[src/rtl/psw_pkg.sv]
// Shared definitions for the PSW flag controller: NZVC bit indices,
// branch condition codes and the controller FSM state encoding.
package psw_pkg;

  localparam int unsigned FLAG_N = 3;
  localparam int unsigned FLAG_Z = 2;
  localparam int unsigned FLAG_V = 1;
  localparam int unsigned FLAG_C = 0;

  localparam logic [2:0] COND_ALWAYS = 3'b000;
  localparam logic [2:0] COND_EQ     = 3'b001;
  localparam logic [2:0] COND_NE     = 3'b010;
  localparam logic [2:0] COND_LT     = 3'b011;
  localparam logic [2:0] COND_GE     = 3'b100;
  localparam logic [2:0] COND_CS     = 3'b101;
  localparam logic [2:0] COND_CC     = 3'b110;
  localparam logic [2:0] COND_MI     = 3'b111;

  typedef logic [1:0] psw_state_t;
  localparam psw_state_t ST_IDLE   = 2'd0;
  localparam psw_state_t ST_ISSUE  = 2'd1;
  localparam psw_state_t ST_SETTLE = 2'd2;

endpackage

[src/rtl/psw_stack.sv]
// LIFO of saved PSW values; dout shows the current top entry (zero when empty).
module psw_stack #(
  parameter int unsigned STACK_DEPTH = 4,
  parameter int unsigned WIDTH       = 4
) (
  input  logic             clk,
  input  logic             rst,
  input  logic             push,
  input  logic             pop,
  input  logic [WIDTH-1:0] din,
  output logic [WIDTH-1:0] dout,
  output logic             full,
  output logic             empty
);

  localparam int unsigned PW = $clog2(STACK_DEPTH + 1);
  localparam int unsigned AW = $clog2(STACK_DEPTH);

  logic [WIDTH-1:0] mem [STACK_DEPTH];
  logic [PW-1:0]    sp;
  logic [AW-1:0]    wr_idx;
  logic [AW-1:0]    top_idx;

  assign full    = (sp == PW'(STACK_DEPTH));
  assign empty   = (sp == '0);
  assign wr_idx  = AW'(sp);
  assign top_idx = AW'(sp - PW'(1));
  assign dout    = empty ? '0 : mem[top_idx];

  always_ff @(posedge clk or posedge rst) begin
    if (rst) begin
      sp <= '0;
    end else if (push && !full) begin
      sp <= sp + PW'(1);
    end else if (pop && !empty) begin
      sp <= sp - PW'(1);
    end
  end

  // Storage needs no reset: entries above sp are never observed.
  always_ff @(posedge clk) begin
    if (push && !full) begin
      mem[wr_idx] <= din;
    end
  end

endmodule

[src/rtl/psw_ctrl.sv]
// PSW flag controller driving external NZVC JK flip-flops, with a save/restore stack.
// Optional branch-condition evaluation is enabled by defining PSW_CTRL_COND_EN.
module psw_ctrl
  import psw_pkg::*;
#(
  parameter int unsigned STACK_DEPTH = 4
) (
  input  logic       CLK,
  input  logic       CLR,
  input  logic       UPD_REQ,
  input  logic [3:0] UPD_MASK,
  input  logic [3:0] UPD_FLAGS,
  input  logic       SAVE_REQ,
  input  logic       RESTORE_REQ,
  input  logic [3:0] PSW_IN,
  output logic [3:0] J,
  output logic [3:0] K,
  output logic       READY,
  output logic       ERR,
  input  logic [2:0] COND,
  output logic       COND_TRUE
);

  psw_state_t state;
  logic [3:0] j_q;
  logic [3:0] k_q;
  logic       err_q;
  logic       idle;
  logic       push;
  logic       pop;
  logic [3:0] top;
  logic       full;
  logic       empty;

  assign idle  = (state == ST_IDLE);
  assign READY = idle;
  assign J     = j_q;
  assign K     = k_q;
  assign ERR   = err_q;

  // Stack moves at acceptance, so a reset mid-operation leaves nothing pending.
  always_comb begin
    push = 1'b0;
    pop  = 1'b0;
    if (idle) begin
      if (RESTORE_REQ) begin
        pop = !empty;
      end else if (SAVE_REQ) begin
        push = !full;
      end
    end
  end

  psw_stack #(
    .STACK_DEPTH (STACK_DEPTH),
    .WIDTH       (4)
  ) u_stack (
    .clk   (CLK),
    .rst   (CLR),
    .push  (push),
    .pop   (pop),
    .din   (PSW_IN),
    .dout  (top),
    .full  (full),
    .empty (empty)
  );

  always_ff @(posedge CLK or posedge CLR) begin
    if (CLR) begin
      state <= ST_IDLE;
      j_q   <= '0;
      k_q   <= '0;
      err_q <= 1'b0;
    end else begin
      case (state)
        ST_IDLE: begin
          if (RESTORE_REQ) begin
            state <= ST_ISSUE;
            if (empty) begin
              err_q <= 1'b1;
            end else begin
              j_q <= top;
              k_q <= ~top;
            end
          end else if (SAVE_REQ) begin
            state <= ST_ISSUE;
            if (full) begin
              err_q <= 1'b1;
            end
          end else if (UPD_REQ) begin
            state <= ST_ISSUE;
            j_q   <= UPD_MASK & UPD_FLAGS;
            k_q   <= UPD_MASK & ~UPD_FLAGS;
          end
        end
        ST_ISSUE: begin
          state <= ST_SETTLE;
          j_q   <= '0;
          k_q   <= '0;
        end
        ST_SETTLE: state <= ST_IDLE;
        default:   state <= ST_IDLE;
      endcase
    end
  end

`ifdef PSW_CTRL_COND_EN
  logic cond_true;

  always_comb begin
    cond_true = 1'b0;
    case (COND)
      COND_ALWAYS: cond_true = 1'b1;
      COND_EQ:     cond_true = PSW_IN[FLAG_Z];
      COND_NE:     cond_true = !PSW_IN[FLAG_Z];
      COND_LT:     cond_true = PSW_IN[FLAG_N] ^ PSW_IN[FLAG_V];
      COND_GE:     cond_true = !(PSW_IN[FLAG_N] ^ PSW_IN[FLAG_V]);
      COND_CS:     cond_true = PSW_IN[FLAG_C];
      COND_CC:     cond_true = !PSW_IN[FLAG_C];
      COND_MI:     cond_true = PSW_IN[FLAG_N];
      default:     cond_true = 1'b0;
    endcase
  end

  assign COND_TRUE = cond_true;
`else
  logic cond_unused;

  assign cond_unused = ^COND;
  assign COND_TRUE   = 1'b0;
`endif

endmodule

[config.mk]
export PLATFORM = sky130hd
export DESIGN_NAME = psw_ctrl
export DESIGN_NICKNAME = d
export VERILOG_FILES = /design/src/rtl/psw_pkg.sv /design/src/rtl/psw_stack.sv /design/src/rtl/psw_ctrl.sv
export SDC_FILE = /design/constraint.sdc
export NUM_CORES = 1
export LEC_CHECK = 0
export CAP_MARGIN = 10
export CORE_UTILIZATION = 53
export DETAILED_ROUTE_END_ITERATION = 16
export GPL_ROUTABILITY_DRIVEN = 0
export GPL_TIMING_DRIVEN = 0
export PLACE_DENSITY = 0.79
export RECOVER_POWER = 50
export SLEW_MARGIN = 30
export SYNTH_ARGS = -nofsm -noshare
export SYNTH_HDL_FRONTEND = slang
export SYNTH_SLANG_ARGS = --single-unit
[constraint.sdc]
create_clock -name CLK -period 2.95 [get_ports CLK]
set_clock_uncertainty 0.2 [all_clocks]
set_input_delay 0.295 -clock CLK [delete_from_list [all_inputs] [get_ports CLK]]
set_output_delay 0.295 -clock CLK [all_outputs]
set_load 0.03 [all_outputs]
==> flow_summary.json, run 1 <==
{
  "cts_buffer_depth": 2,
  "cts_resized": 0,
  "ctsHoldBuffers": 0,
  "rsz0062_at_grt": "no",
  "p_leak_nw": 0.7025,
  "post-synth-top-area-fraction": 0.3357,
  "die_area_um2": 2913,
  "gr-total-overflow": 0,
  "die_h_um": 53.97,
  "nets": 167,
  "fin_area_um2": 1778,
  "drt_iter0_drc": 26,
  "cp.required_ns": 2.46,
  "netlist_top_cells_area": "edfxtp_1 (34%), dfrtp_1 (24%), mux4_2 (4.7%)",
  "status": "completed",
  "ys_seq_area_frac": 0.5804,
  "antenna_cells": 0,
  "path_clk_slew_ns": 0.10,
  "clock-root-buffer": "clkbuf_4",
  "cts_setup_buffers": 0,
  "cts.sinks": 30,
  "io_buffers": 26,
  "drc": 0,
  "cts.htree.levels": 2,
  "antenna_left": 0,
  "drive_above_1_share": 0.1329,
  "syn_area_um2": 1431,
  "critPathLaunchType": "flip-flop",
  "vias": 987,
  "critical_path_class": "reg2out",
  "finalSetupTns_ns": 0,
  "rows": 18,
  "power-per-cell-area_nw_per_um2": 901.7,
  "netlist.top_cell.by_area": "edfxtp_1",
  "place_area_um2": 1729,
  "setup_slack_ns": 0.3389,
  "holdWs_ns": 0.2433,
  "mostFrequentLayoutCell": "clkdlybuf4s50_1",
  "die_width_um": 53.97,
  "grt_antenna_before_repair": 0,
  "cap_violations": 0,
  "hpwlAfterDp_um": 1998,
  "wl_um": 2795,
  "tritoncts": "yes",
  "maxSlewViolCount": 0,
  "finalHoldViolations": 0,
  "wl_per_cell_um": 16.16,
  "timing.slew.headroom": 0.5641,
  "setup_viol": 0,
  "yosys_most_used_dff": "edfxtp_1",
  "core_area_um2": 2522,
  "clkLatencyLatePin_ns": 0.33,
  "cts_made_buffers": 5,
  "synth_area_per_cell_um2": 13.13,
  "synth_cell_type_count": 39,
  "path_max_fanout": 10,
  "grtUsageTotal": 0.2269,
  "mappedNetlistNets": 134,
  "ys_warn_count": 0,
  "critPathCaptureType": "primary output",
  "fmax_mhz": 383.0,
  "grt_pass1_wl_um": 4402,
  "start_util": 0.5675,
  "area_delta_synth_final_pct": 24.21,
  "worst_hold_path_type": "in2async",
  "grt_max_degree": 15,
  "mostFrequentLayoutCells": "clkdlybuf4s50_1 (18), edfxtp_1 (16), dfrtp_1 (14), o21ai_0 (10), dlygate4sd3_1 (8)",
  "period_needed_ns": 2.611,
  "syn_inst": 109,
  "drtPass1Iterations": 4,
  "ir_worst_vdd_v": 0.0006466,
  "dpl_worst_slack_ns": 0.5622,
  "finalCritPeriodShare": 0.8851,
  "io_pins": 31,
  "synthArstFlopShare": 0.4667,
  "crit_arrival_ns": 2.12,
  "grt_pass1_vias": 1013,
  "tightest_slew_ns": 0.6488,
  "ys_ff_latch": 30,
  "synth_edf_count": 16,
  "via_per_inst": 5.705
}
## worst max-delay path: stages, from the launching register on
cell and delay (ns):
dfrtp_1 0.42, clkbuf_1 0.24, nor2_2 0.38, clkdlybuf4s50_1 0.74
## layer usage
metal / GRT usage / wire length [µm]
met4: 0.1239 / 59
met1: 0.2684 / 1263
met3: 0.07627 / 162
met2: 0.3621 / 1308
met5: 0 / 0
## stage by stage
stage                     std cells  power [mW]  utilization
final                           173       1.603       0.7049
after global routing            173       1.697       0.7049
after CTS                       173       1.621       0.7054
after detailed placement        165       1.386       0.6855
after global placement          165       1.361       0.6855
after floorplan                 109       1.141            -
## state kept, by name (all words and copies together) (netlist names)
name and flops:
u_stack.mem 16, K 4, u_stack.sp 3, J 4, state 2, ERR 1
## final timing paths
path                                                start                           to  slack (ns)  cells past startpoint
worst min register to register            ERR$_DFFE_PP0P_              ERR$_DFFE_PP0P_        0.29                      1
max in group asynchronous                             CLR    u_stack.sp[0]$_DFFE_PP0P_        1.93                      2
min in group CLK                          ERR$_DFFE_PP0P_              ERR$_DFFE_PP0P_        0.29                      1
worst min-delay path                                  CLR    u_stack.sp[1]$_DFFE_PP0P_        0.24                      2
worst max-delay path                 state[1]$_DFFE_PP0P_                        READY        0.34                      3
worst max register to register  u_stack.sp[0]$_DFFE_PP0P_  u_stack.mem[3][3]$_DFFE_PP_        0.66                      5
## synth_stat cells, types with 2 or more instances
cell type,number
mux2i_1,3
o21ai_0,10
inv_1,7
nand2_1,2
and2_1,3
dfrtp_1,14
ha_1,5
o31ai_1,3
a21oi_1,5
mux4_2,3
nand4_1,2
buf_2,2
xnor2_1,2
nor2b_1,2
edfxtp_1,16
a31oi_1,3
nor3b_1,2
o21ai_1,2
and3_1,3
## final cells by class
cell class,count,area (µm²)
inverters,7,26.28
repair buffers,26,260.3
flip-flops and latches,30,830.8
multi-input cells,67,541.8
clock buffers,6,41.29
fillers,195,744.5
plain buffers,5,31.28
well taps,30,37.54
clock inverters,2,8.758
## cell families (layout without fill, tap and decap cells)
group                    Yosys count  count (layout)  share of synthesized area
adder cells (fa/ha/maj)            5               5                    0.04371
AND/OR/NAND/NOR                   21              21                    0.09527
buffers and inverters             12              46                    0.04109
multiplexers                       7               7                    0.07605
flip-flops                        30              30                     0.5804
AO/OA/AOI/OAI                     31              31                     0.1486
XOR/XNOR                           2               2                    0.01224
other                              1               1                   0.002620
## report_power, final
part	internal, mW	switching, mW
clock network	0.0893	0.142
registers	0.539	0.0778
logic	0.340	0.416
total	0.968	0.636
Power figures use the tool's default switching activity.
==> run 2, diff against run 1 <==
CORE_UTILIZATION = 54   (was 53)
SYNTH_HIERARCHICAL = 1   (was default)
==> run 2 against run 1 <==
Effect of this change:
- hold slack better by 0.059 ns
- flip-flop and latch count is the same
- area after synthesis increased by 6.6%
- register-to-register slack worse by 0.24 ns
- routed wire length decreased by 3.9%
- final cell count up 6.9%
- global-route usage shrank 2.4 points
==> flow_summary.json, run 2 <==
{
  "synth_cell_type_count": 34,
  "largest_reg_flops": 16,
  "path_clk_slew_ns": 0.09,
  "finalSetupTns_ns": 0,
  "r2r_cells": 9,
  "regMostFlops": "u_stack/mem",
  "grt_antenna_before_repair": 0,
  "clkLatencyLatePin_ns": 0.32,
  "path_max_fanout": 7,
  "antenna_left": 0,
  "die_h_um": 55.17,
  "rows": 18,
  "drc": 0,
  "drtPass1Iterations": 5,
  "crit_arrival_ns": 2.57,
  "mappedNetlistNets": 146,
  "fmax_mhz": 395.4,
  "grt_pass1_wl_um": 4091,
  "critPathCaptureType": "flip-flop",
  "via_per_inst": 5.297,
  "syn_area_um2": 1526,
  "antenna_cells": 0,
  "finalCritPeriodShare": 0.8574,
  "worstHoldPathCells": 1,
  "wl_per_cell_um": 14.52,
  "critPathLaunchType": "flip-flop",
  "finalHoldViolations": 0,
  "netlist_top_cells_area": "edfxtp_1 (31%), dfrtp_1 (23%), mux2_2 (5.9%)",
  "io_pins": 31,
  "worst_hold_path_type": "reg2reg",
  "ir_worst_vdd_v": 0.0007896,
  "setup_viol": 0,
  "cp.required_ns": 2.99,
  "cts.htree.levels": 2,
  "r2r_slack_ns": 0.42,
  "mostFrequentLayoutCell": "clkdlybuf4s50_1",
  "p_leak_nw": 0.7452,
  "drive_above_1_share": 0.1806,
  "maxSlewViolCount": 0,
  "ys_ff_latch": 30,
  "die_area_um2": 3043,
  "status": "completed",
  "wl_um": 2687,
  "syn_inst": 120,
  "post-synth-top-area-fraction": 0.3148,
  "rsz0062_at_grt": "no",
  "io_buffers": 26,
  "period_needed_ns": 2.529,
  "netlist.top_cell.by_area": "edfxtp_1",
  "synthArstFlopShare": 0.4667,
  "cts_made_buffers": 5,
  "start_util": 0.5945,
  "cts_buffer_depth": 2,
  "die_width_um": 55.17,
  "mostFrequentLayoutCells": "clkdlybuf4s50_1 (18), edfxtp_1 (16), dfrtp_1 (14), dlygate4sd3_1 (9)",
  "hpwlAfterDp_um": 2069,
  "ys_warn_count": 6,
  "fill_cells": 187,
  "drt_iter0_drc": 12,
  "synth_edf_count": 16,
  "tritoncts": "yes",
  "clock-root-buffer": "clkbuf_4",
  "whs_endpoint": "ERR$_DFFE_PP0P_",
  "cts.sinks": 30,
  "vias": 980,
  "regArea_um2": 830.8,
  "gr-total-overflow": 0,
  "critical_path_class": "reg2reg",
  "timing.rr.end": "u_stack/sp[1]$_DFFE_PP0P_",
  "area_delta_synth_final_pct": 23.61,
  "yosys_most_used_dff": "edfxtp_1",
  "synth_area_per_cell_um2": 12.72,
  "reg2reg_from": "u_stack/sp[0]$_DFFE_PP0P_",
  "yosysMostFrequentCell": "edfxtp_1",
  "cap_violations": 0,
  "min_from": "ERR$_DFFE_PP0P_",
  "ys_seq_area_frac": 0.5443,
  "grt_max_degree": 12,
  "grtUsageTotal": 0.2030,
  "cts_resized": 0,
  "power.total_mw": 1.704,
  "nets": 180,
  "power-per-cell-area_nw_per_um2": 902.8,
  "multiInputGateArea_um2": 636.9,
  "core_area_um2": 2567,
  "grt_pass1_vias": 957,
  "netlist_top_cells_count": "edfxtp_1 (16), dfrtp_1 (14), a21oi_1 (8), mux2_2 (8), nand2_1 (8)"
}
[run 2: area by class of cell]
cell class	instances	share of cell area
buffer	6	0.01857
clock buffer	5	0.01989
clock inverter	3	0.008621
inverter	6	0.01194
multi-input combinational	78	0.3375
sequential	30	0.4403
tap	30	0.01989
timing repair buffer	27	0.1432
[run 2: cell families after synthesis]
group,after synthesis,synth area share
xor gates and xnor gates,1,0.005739
AOI/OAI and AO/OA,14,0.06394
DFF,30,0.5443
other,1,0.002457
adders and majority gates,6,0.04918
muxes,12,0.1180
and+or+nand+nor,44,0.1779
buffers and inverters,12,0.03852
[run 2: power by group]
group / switching [mW] / internal [mW]
sequential: 0.0672 / 0.542
combinational: 0.439 / 0.428
clock: 0.139 / 0.0884
total: 0.645 / 1.06
[run 2: how the worst max path moves through the flow]
stage | start | cells past startpoint | endpoint
after floorplan | state[1]$_DFFE_PP0P_ | 5 | u_stack/mem[0][0]$_DFFE_PP_
after global placement | RESTORE_REQ | 8 | u_stack/mem[3][0]$_DFFE_PP_
after detailed placement | RESTORE_REQ | 8 | u_stack/mem[3][0]$_DFFE_PP_
after CTS | u_stack/sp[0]$_DFFE_PP0P_ | 9 | u_stack/mem[3][3]$_DFFE_PP_
after global routing | u_stack/sp[0]$_DFFE_PP0P_ | 9 | u_stack/sp[1]$_DFFE_PP0P_
final | u_stack/sp[0]$_DFFE_PP0P_ | 9 | u_stack/sp[1]$_DFFE_PP0P_
[run 2: worst max-delay path, stage by stage, from the launching register on]
cell      delay [ns]
dfrtp_1         0.42
buf_6           0.16
inv_1           0.08
ha_1            0.23
ha_1            0.28
or2b_1          0.29
nor3_1          0.19
nand2b_1        0.16
or3_1           0.34
o211ai_1        0.10
[run 2: stage by stage]
stage                     area, µm²  setup WS, ns  hold slack (ns)    util  std cells
final                          1887        0.4208           0.3024  0.7349        185
after global routing           1887        0.2348           0.3283  0.7349        185
after CTS                      1888        0.4225           0.3062  0.7354        185
after detailed placement       1824        0.2132           0.2838  0.7105        176
after global placement         1824        0.2865           0.2390  0.7105        176
after floorplan                1526        0.6981          -0.1514       -        120
[run 2: layer usage]
metal / GRT usage / vias to the layer above / part of all wire
li1: - / 493 / -
met4: 0.07917 / 0 / 0.0056
met1: 0.2208 / 461 / 0.44
met3: 0.08470 / 2 / 0.050
met2: 0.3494 / 24 / 0.50
met5: 0 / - / 0
[run 2: timing repair]
item	in CTS	in global routing
setup buffers	0	0
endpoints found under the hold margin	3	0
hold buffers	1	0
endpoints found under the setup margin	0	0
